===== src/rtl/motor_cycle_sequencer.sv =====
// Washer motor agitation sequencer: FWD / PAUSE / REV / PAUSE repeated for a programmed cycle count.
// Phase lengths are counted in prescaled ticks; all outputs are registered.
module motor_cycle_sequencer #(
    parameter int TICK_DIV = 100_000_000,
    parameter int T_W      = 8,
    parameter int C_W      = 8
) (
    input  logic           i_clk,
    input  logic           i_reset,
    input  logic           i_start,
    input  logic           i_stop,
    input  logic [T_W-1:0] i_run_time,
    input  logic [T_W-1:0] i_pause_time,
    input  logic [C_W-1:0] i_cycles,
    input  logic [1:0]     i_speed,
    output logic           o_fwd,
    output logic           o_rev,
    output logic [1:0]     o_speed,
    output logic           o_busy,
    output logic           o_done,
    output logic [T_W-1:0] o_remain,
    output logic [C_W-1:0] o_cycle
);

    localparam int P_W = (TICK_DIV > 1) ? $clog2(TICK_DIV) : 1;
    localparam logic [P_W-1:0] PRE_MAX = P_W'(TICK_DIV - 1);

    typedef enum logic [2:0] {IDLE, FWD, PAUSE1, REV, PAUSE2, DONE} state_t;

    state_t         state, state_n;
    logic [P_W-1:0] pre, pre_n;
    logic [T_W-1:0] remain_n;
    logic [T_W-1:0] run_q, pause_q;
    logic [C_W-1:0] cycles_q, cyc_n, cyc_inc;
    logic [1:0]     speed_q, speed_n;
    logic           tick, phase_end, load;

    assign tick      = (pre == PRE_MAX);
    // A zero-length pause still occupies one cycle of dead time between directions.
    assign phase_end = (o_remain == '0) || (tick && (o_remain == T_W'(1)));
    assign cyc_inc   = o_cycle + C_W'(1);

    always_comb begin
        state_n  = state;
        pre_n    = tick ? '0 : pre + P_W'(1);
        remain_n = (tick && (o_remain != '0)) ? o_remain - T_W'(1) : o_remain;
        cyc_n    = o_cycle;
        load     = 1'b0;
        unique case (state)
            IDLE: begin
                pre_n    = '0;
                remain_n = '0;
                if (i_start && !i_stop) begin
                    load  = 1'b1;
                    cyc_n = '0;
                    if ((i_cycles == '0) || (i_run_time == '0)) begin
                        state_n = DONE;
                    end else begin
                        state_n  = FWD;
                        remain_n = i_run_time;
                    end
                end
            end
            FWD: if (phase_end) begin
                state_n  = PAUSE1;
                pre_n    = '0;
                remain_n = pause_q;
            end
            PAUSE1: if (phase_end) begin
                state_n  = REV;
                pre_n    = '0;
                remain_n = run_q;
            end
            REV: if (phase_end) begin
                state_n  = PAUSE2;
                pre_n    = '0;
                remain_n = pause_q;
            end
            PAUSE2: if (phase_end) begin
                cyc_n = cyc_inc;
                pre_n = '0;
                if (cyc_inc == cycles_q) begin
                    state_n  = DONE;
                    remain_n = '0;
                end else begin
                    state_n  = FWD;
                    remain_n = run_q;
                end
            end
            DONE: begin
                state_n  = IDLE;
                pre_n    = '0;
                remain_n = '0;
            end
            default: begin
                state_n  = IDLE;
                pre_n    = '0;
                remain_n = '0;
            end
        endcase
        // Abort outranks any tick or phase exit in the same cycle.
        if (i_stop && (state != IDLE)) begin
            state_n  = IDLE;
            pre_n    = '0;
            remain_n = '0;
            cyc_n    = o_cycle;
        end
        speed_n = load ? i_speed : speed_q;
    end

    always_ff @(posedge i_clk) begin
        if (!i_reset) begin
            state    <= IDLE;
            pre      <= '0;
            run_q    <= '0;
            pause_q  <= '0;
            cycles_q <= '0;
            speed_q  <= '0;
            o_fwd    <= 1'b0;
            o_rev    <= 1'b0;
            o_speed  <= '0;
            o_busy   <= 1'b0;
            o_done   <= 1'b0;
            o_remain <= '0;
            o_cycle  <= '0;
        end else begin
            state    <= state_n;
            pre      <= pre_n;
            if (load) begin
                run_q    <= i_run_time;
                pause_q  <= i_pause_time;
                cycles_q <= i_cycles;
            end
            speed_q  <= speed_n;
            o_fwd    <= (state_n == FWD);
            o_rev    <= (state_n == REV);
            o_speed  <= ((state_n == FWD) || (state_n == REV)) ? speed_n : 2'd0;
            o_busy   <= (state_n != IDLE);
            o_done   <= (state_n == DONE);
            o_remain <= remain_n;
            o_cycle  <= cyc_n;
        end
    end

endmodule


===== config.mk =====
export PLATFORM = sky130hd
export DESIGN_NAME = motor_cycle_sequencer
export DESIGN_NICKNAME = d
export VERILOG_FILES = /design/src/rtl/motor_cycle_sequencer.sv
export SDC_FILE = /design/constraint.sdc
export NUM_CORES = 1
export LEC_CHECK = 0
export CORE_UTILIZATION = 55
export CTS_CLUSTER_DIAMETER = 40
export DETAILED_ROUTE_END_ITERATION = 10
export PLACE_DENSITY = 0.8
export SYNTH_ARGS = -nofsm -noshare
export SYNTH_HDL_FRONTEND = slang
export SYNTH_SLANG_ARGS = --single-unit
export TNS_END_PERCENT = 50

===== constraint.sdc =====
create_clock -name i_clk -period 3.15 [get_ports i_clk]
set_input_delay 0.63 -clock i_clk [delete_from_list [all_inputs] [get_ports i_clk]]
set_output_delay 0.63 -clock i_clk [all_outputs]
set_load 0.02 [all_outputs]

# Yosys cells after proc, flatten, opt, wreduce, memory -nomap -nowiden
# Index checks and enable logic that the tools add are counted.
# Widths: inputs -> output; s select.
totals:
  register_bits: 78
  input_bits: 30
  output_inout_bits: 22
  word_cells: 76
op_classes:
  add_sub_neg: 3
  n_eq_ne: 12
  mux: 23
  bitwise: 3
  n_reduce_logical: 22
ops:
  columns: ["operator", "n"]
  rows:
  - ["$mux 8", 9]
  - ["$pmux 8 s4", 1]
  - ["$add 27x1->27 const B", 1]
  - ["$eq 27x27->1 const B", 1]
  - ["$logic_not 8->1", 3]
  - ["$mux 3", 8]
  - ["$pmux 8 s2", 1]
  - ["$pmux 3 s5", 1]
  - ["$eq 3x2->1 const B", 3]
  - ["$add 8x1->8 const B", 1]
  - ["$eq 8x1->1 const B", 1]
  - ["$eq 8x8->1", 1]
  - ["$reduce_bool 8->1", 1]
  - ["$sub 8x1->8 const B", 1]
  - ["$eq 3x1->1 const B", 2]
  - ["$eq 3x3->1 const B", 2]
  - ["$reduce_bool 3->1", 2]
  - ["$reduce_or 5->1", 1]
  - ["$logic_and 1x1->1", 4]
  - ["$ne 2x2->1 const B", 2]
  - ["$reduce_and 4->1", 1]
  - ["$reduce_or 2->1", 2]
  - ["$reduce_or 4->1", 1]
  - ["$logic_not 3->1", 1]
  - ["7 further kinds", 12]

# Depth between registers and ports, before layout
logic_depth:
  word_depth: 9
  ltp_mapped: 9
  depth_no_buf: 8

# Least setup slack after synthesis
# OpenSTA, ideal clock, no wires.
synth_path:
  kind: "register -> register"
  startpoint: "reg o_cycle[0]"
  endpoint: "reg o_remain[2]"
  setup_ns: 0.148
  arrival_ns: 2.143
  required_time_ns: 3.002
  setup_slack_ns: 0.859
  stages_incl_launch_ff: 9
  n_path_buf: 0
  synth_period_minus_slack_ns: 2.291
  cell_sequence: "dfxtp_1 ha_1 nand3_1 nor4_1 a31oi_1 a211oi_1 a21oi_1 a211oi_1 a311oi_1"
synth_via:
  elab_chain_len: 5
synth_rtl:
  columns: ["element", "line_no", "source"]
  rows:
  - ["start: declaration", "22", "output logic [C_W-1:0] o_cycle"]
  - ["start signal: assignment", "141", "o_cycle <= cyc_n;"]
  - ["$add 8x1->8", "41", "assign cyc_inc = o_cycle + C_W'(1);"]
  - ["$eq 8x8->1", "82", "if (cyc_inc == cycles_q) begin"]
  - ["$mux 8", "82", null]
  - ["$mux 8", "79", "PAUSE2: if (phase_end) begin"]
  - ["$pmux 8 s4", "49", "unique case (state)"]
  - ["end signal: assignment", "140", "o_remain <= remain_n;"]
  - ["end: declaration", "21", "output logic [T_W-1:0] o_remain,"]
# Every way passes these cells.
# A chain may end at the register's enable or synchronous reset.

# Worst setup path in the final report
layout_path:
  startpoint: "reg o_cycle[0]"
  endpoint: "reg o_remain[7]"
# The elaborated chain is that of the path after synthesis.

==> reports/results.tsv <==
stage	metric	value	unit
critical_path	Worst Path Arrival	2.90	ns
yosys	post-synthesis net count	511	
place	placed insts	593	
yosys	most frequent cells after synthesis	83 x nand2_1, 78 x dfxtp_1, 58 x nor2_1	
yosys	number of synthesized register bits	78	
cts	clk_lat worst skew	0.36	ns
final_layout	layout cells sized above 1	6.62	%
drt	Routed wire per std cell	15.3	um
cts	CTS max path bufs	2	
cts	# H-tree levels	3	
critical_path	worst r2r path cells	8	
timing	final hold vios	0	
global_routing	number of global-route vias before repair	3433	
final_layout	Final Non-Filler Cells	609	
yosys	Synth async-reset ratio	0	%
yosys	Synthesis Warnings	0	
yosys	top cells by area, synth	dfxtp_1 41%, nand2_1 8.1%, nor2_1 5.7%	
floorplan	core area	6760	sq um
critical_path	FF-to-FF setup slack	0.45	ns
global_routing	largest net degree at the start of global routing	28	
yosys	leading area contributor after synthesis	dfxtp_1	
pwr	P_int	1590	uW
floorplan	die height	85.4	um
yosys	Yosys cell types	52	
floorplan	die extent in x	85.4	um
global_routing	Total GRT Usage	25.9	%
critical_path	Worst Path Buf+Inv	0	
critical_path	Crit path top cell by count	a211oi_1	
timing	max_slew headroom	41.7	%
critical_path	crit start category	register	
yosys	post-synthesis area per instance	8.04	sq um
pwr	Sequential Power Share	48.8	%
pwr	clock network fraction of design power	38.0	%
timing	RSZ-0062 raised after global routing	no	
timing	fin crit period	2.70	ns
timing	final slew viol count	0	
pwr	Static Leakage	0.00155	uW
critical_path	critical path type	reg -> reg	
critical_path	crit-path max cell delay	0.45	ns
final_layout	Layout Nets	559	
drt	Vias per Instance	5.93	
floorplan	Initial Utilization	56.6	%
pwr	switching share of total power	25.4	%
place	DPL Wire Length	6.67	mm
yosys	top cell type's share of synthesized area	40.8	%
drt	final WL	9.30	mm
drt	Vias	3613	
timing	clock skew	0.0126	ns
timing	setup TNS	0	ns
pwr	PD cells	461	nW/um^2
pwr	Psw	542	uW
critical_path	Crit path depth	8	
yosys	Seq/Total Area, Yosys	40.8	%
drt	drt first pass iters	5	
final_layout	diode count	0	
hold_path	HP Class	reg -> reg	
cts	setup bufs post-CTS	0	
timing	minimum hold slack	0.459	ns
pwr	VDD IR max	0.000387	V
critical_path	crit-path cells	ha_1, nand3_1, nor4_1, a31oi_1, a211oi_1, a21oi_1, a211oi_1, a311oi_1	
cts	Inserted Clock Buffers	9	
critical_path	crit path max fanout	7	
global_routing	initial antenna violation count	0	
timing	highest clock rate	371	MHz
final_layout	area grow syn2layout	21.0	%
drt	DRC viols	0	
global_routing	first-pass GRT wire length	15.0	mm
floorplan	# rows	30	
status	outcome	complete, no violations	
cts	post-CTS sizing	0	
pwr	combinational power share	13.2	%
critical_path	CP required	3.36	ns
yosys	most numerous cell in the Yosys netlist	nand2_1	
cts	CTS tree	done	
timing	setup violators final	0	
drt	number of routed nets with antenna violations	0	
place	port bufs	51	
place	RePlAce Congestion	0.868	
timing	Least-Margin Pin Slew	0.875	ns
critical_path	family with the most delay on the worst path	compound AO/OA/AOI/OAI gates	
yosys	Post-synth EDFFs	0	
flow_run	MaxCap Viol Count	0	
yosys	gate count of the mapped netlist	476	
drt	initial DRC count	330	
yosys	main flop type after synthesis	dfxtp_1	
critical_path	Worst path slowest cell	dfxtp_1	
floorplan	die area	7300	sq um
cts	hold buffer count at cts	0	
cts	CTS clock-pin slew for the worst setup and hold paths	0.08	ns
hold_path	hold path depth	2	
floorplan	I/O Pins	52	
global_routing	GR Overflow Total	0	
cts	Clock Tree Root	clkbuf_8	
cts	# clock sinks	78	
yosys	Netlist Area Pre-Place	3830	sq um
critical_path	CP endpoint kind	register	
timing	crit share post-route	85.6	%
## cell usage in the layout, fill, tap and decap left out, drive strengths merged, types with 2 or more instances in the layout
cell type,n
a211oi,9
a21oi,42
a221oi,2
a311oi,8
a31oi,4
and2,8
and3,3
and4,4
buf,7
bufinv,2
clkbuf,12
clkdlybuf4s50,51
clkinv,2
dfxtp,78
ha,5
inv,9
mux2i,2
nand2,83
nand2b,2
nand3,16
nand4,8
nand4b,3
nor2,58
nor2b,5
nor3,8
nor3b,3
nor4,12
o211a,2
o211ai,3
o21ai,16
o221ai,2
or2,2
or4,2
xnor2,18
xor2,23
## sequential cells by signal, summed over array words and instances, names as in the netlist, 3 cells and up
signal / cells
o_remain: 8
pre: 27
pause_q: 8
o_cycle: 8
cycles_q: 8
run_q: 8
state: 3
## power groups by stage
stage	Sequential, uW	Combinational [uW]	Clock [uW]
3_3_place_gp	1060	272	0
3_5_place_dp	1060	277	0
5_1_grt	1040	305	865
4_1_cts	1040	279	829
2_1_floorplan	1060	158	0
6_report	1040	283	812
## area by class of cell
| type | count | area, sq um |
|---|---|---|
| fill | 566 | 2120 |
| inverter | 9 | 33.8 |
| timing repair buffer | 58 | 563 |
| clock buffer | 12 | 145 |
| tap | 80 | 100 |
| sequential | 78 | 1560 |
| multi-input combinational | 368 | 2160 |
| clock inverter | 4 | 70.1 |
## final timing paths
| kind | start | end |
|---|---|---|
| max | o_cycle[0] | o_remain[7] |
| max reg2reg | o_cycle[0] | o_remain[7] |
| min | run_q[1] | run_q[1] |
| min reg2reg | run_q[1] | run_q[1] |
## tightest hold or removal path: cells and delay by family (launching register included)
kind	cells	cell delay [ns]
AO/OA/AOI/OAI	1	0.05
flip-flops	1	0.31
AND/OR/NAND/NOR	1	0.05
## logic make-up (layout without fill, tap and decap cells)
family / after synthesis / in the layout / synth area share [%]
AND/OR/NAND/NOR: 221 / 221 / 28.1
XOR/XNOR: 41 / 41 / 9.38
multiplexers: 2 / 2 / 0.523
adder cells (fa/ha/maj): 5 / 5 / 1.63
buffers and inverters: 30 / 83 / 2.94
AO/OA/AOI/OAI: 99 / 99 / 16.6
flip-flops: 78 / 78 / 40.8
## per-layer routing
metal	global-route usage [%]	share of wire [%]	routed length [um]	up-vias
met5	0	0	0	-
met3	6.03	5.6	521	35
met2	43.9	48	4440	134
met1	30.6	44	4080	1676
met4	13.3	2.8	257	0
li1	-	-	-	1768
## stage by stage
step	utilization, %	setup WS (ns)	instance area, sq um	total power (uW)
2_1_floorplan	-	0.859	3830	1220
3_3_place_gp	65.4	0.379	4420	1330
3_5_place_dp	65.4	0.254	4420	1340
4_1_cts	68.6	0.493	4630	2150
5_1_grt	68.6	0.142	4630	2210
6_report	68.6	0.454	4630	2140
Power figures use the tool's default switching activity.
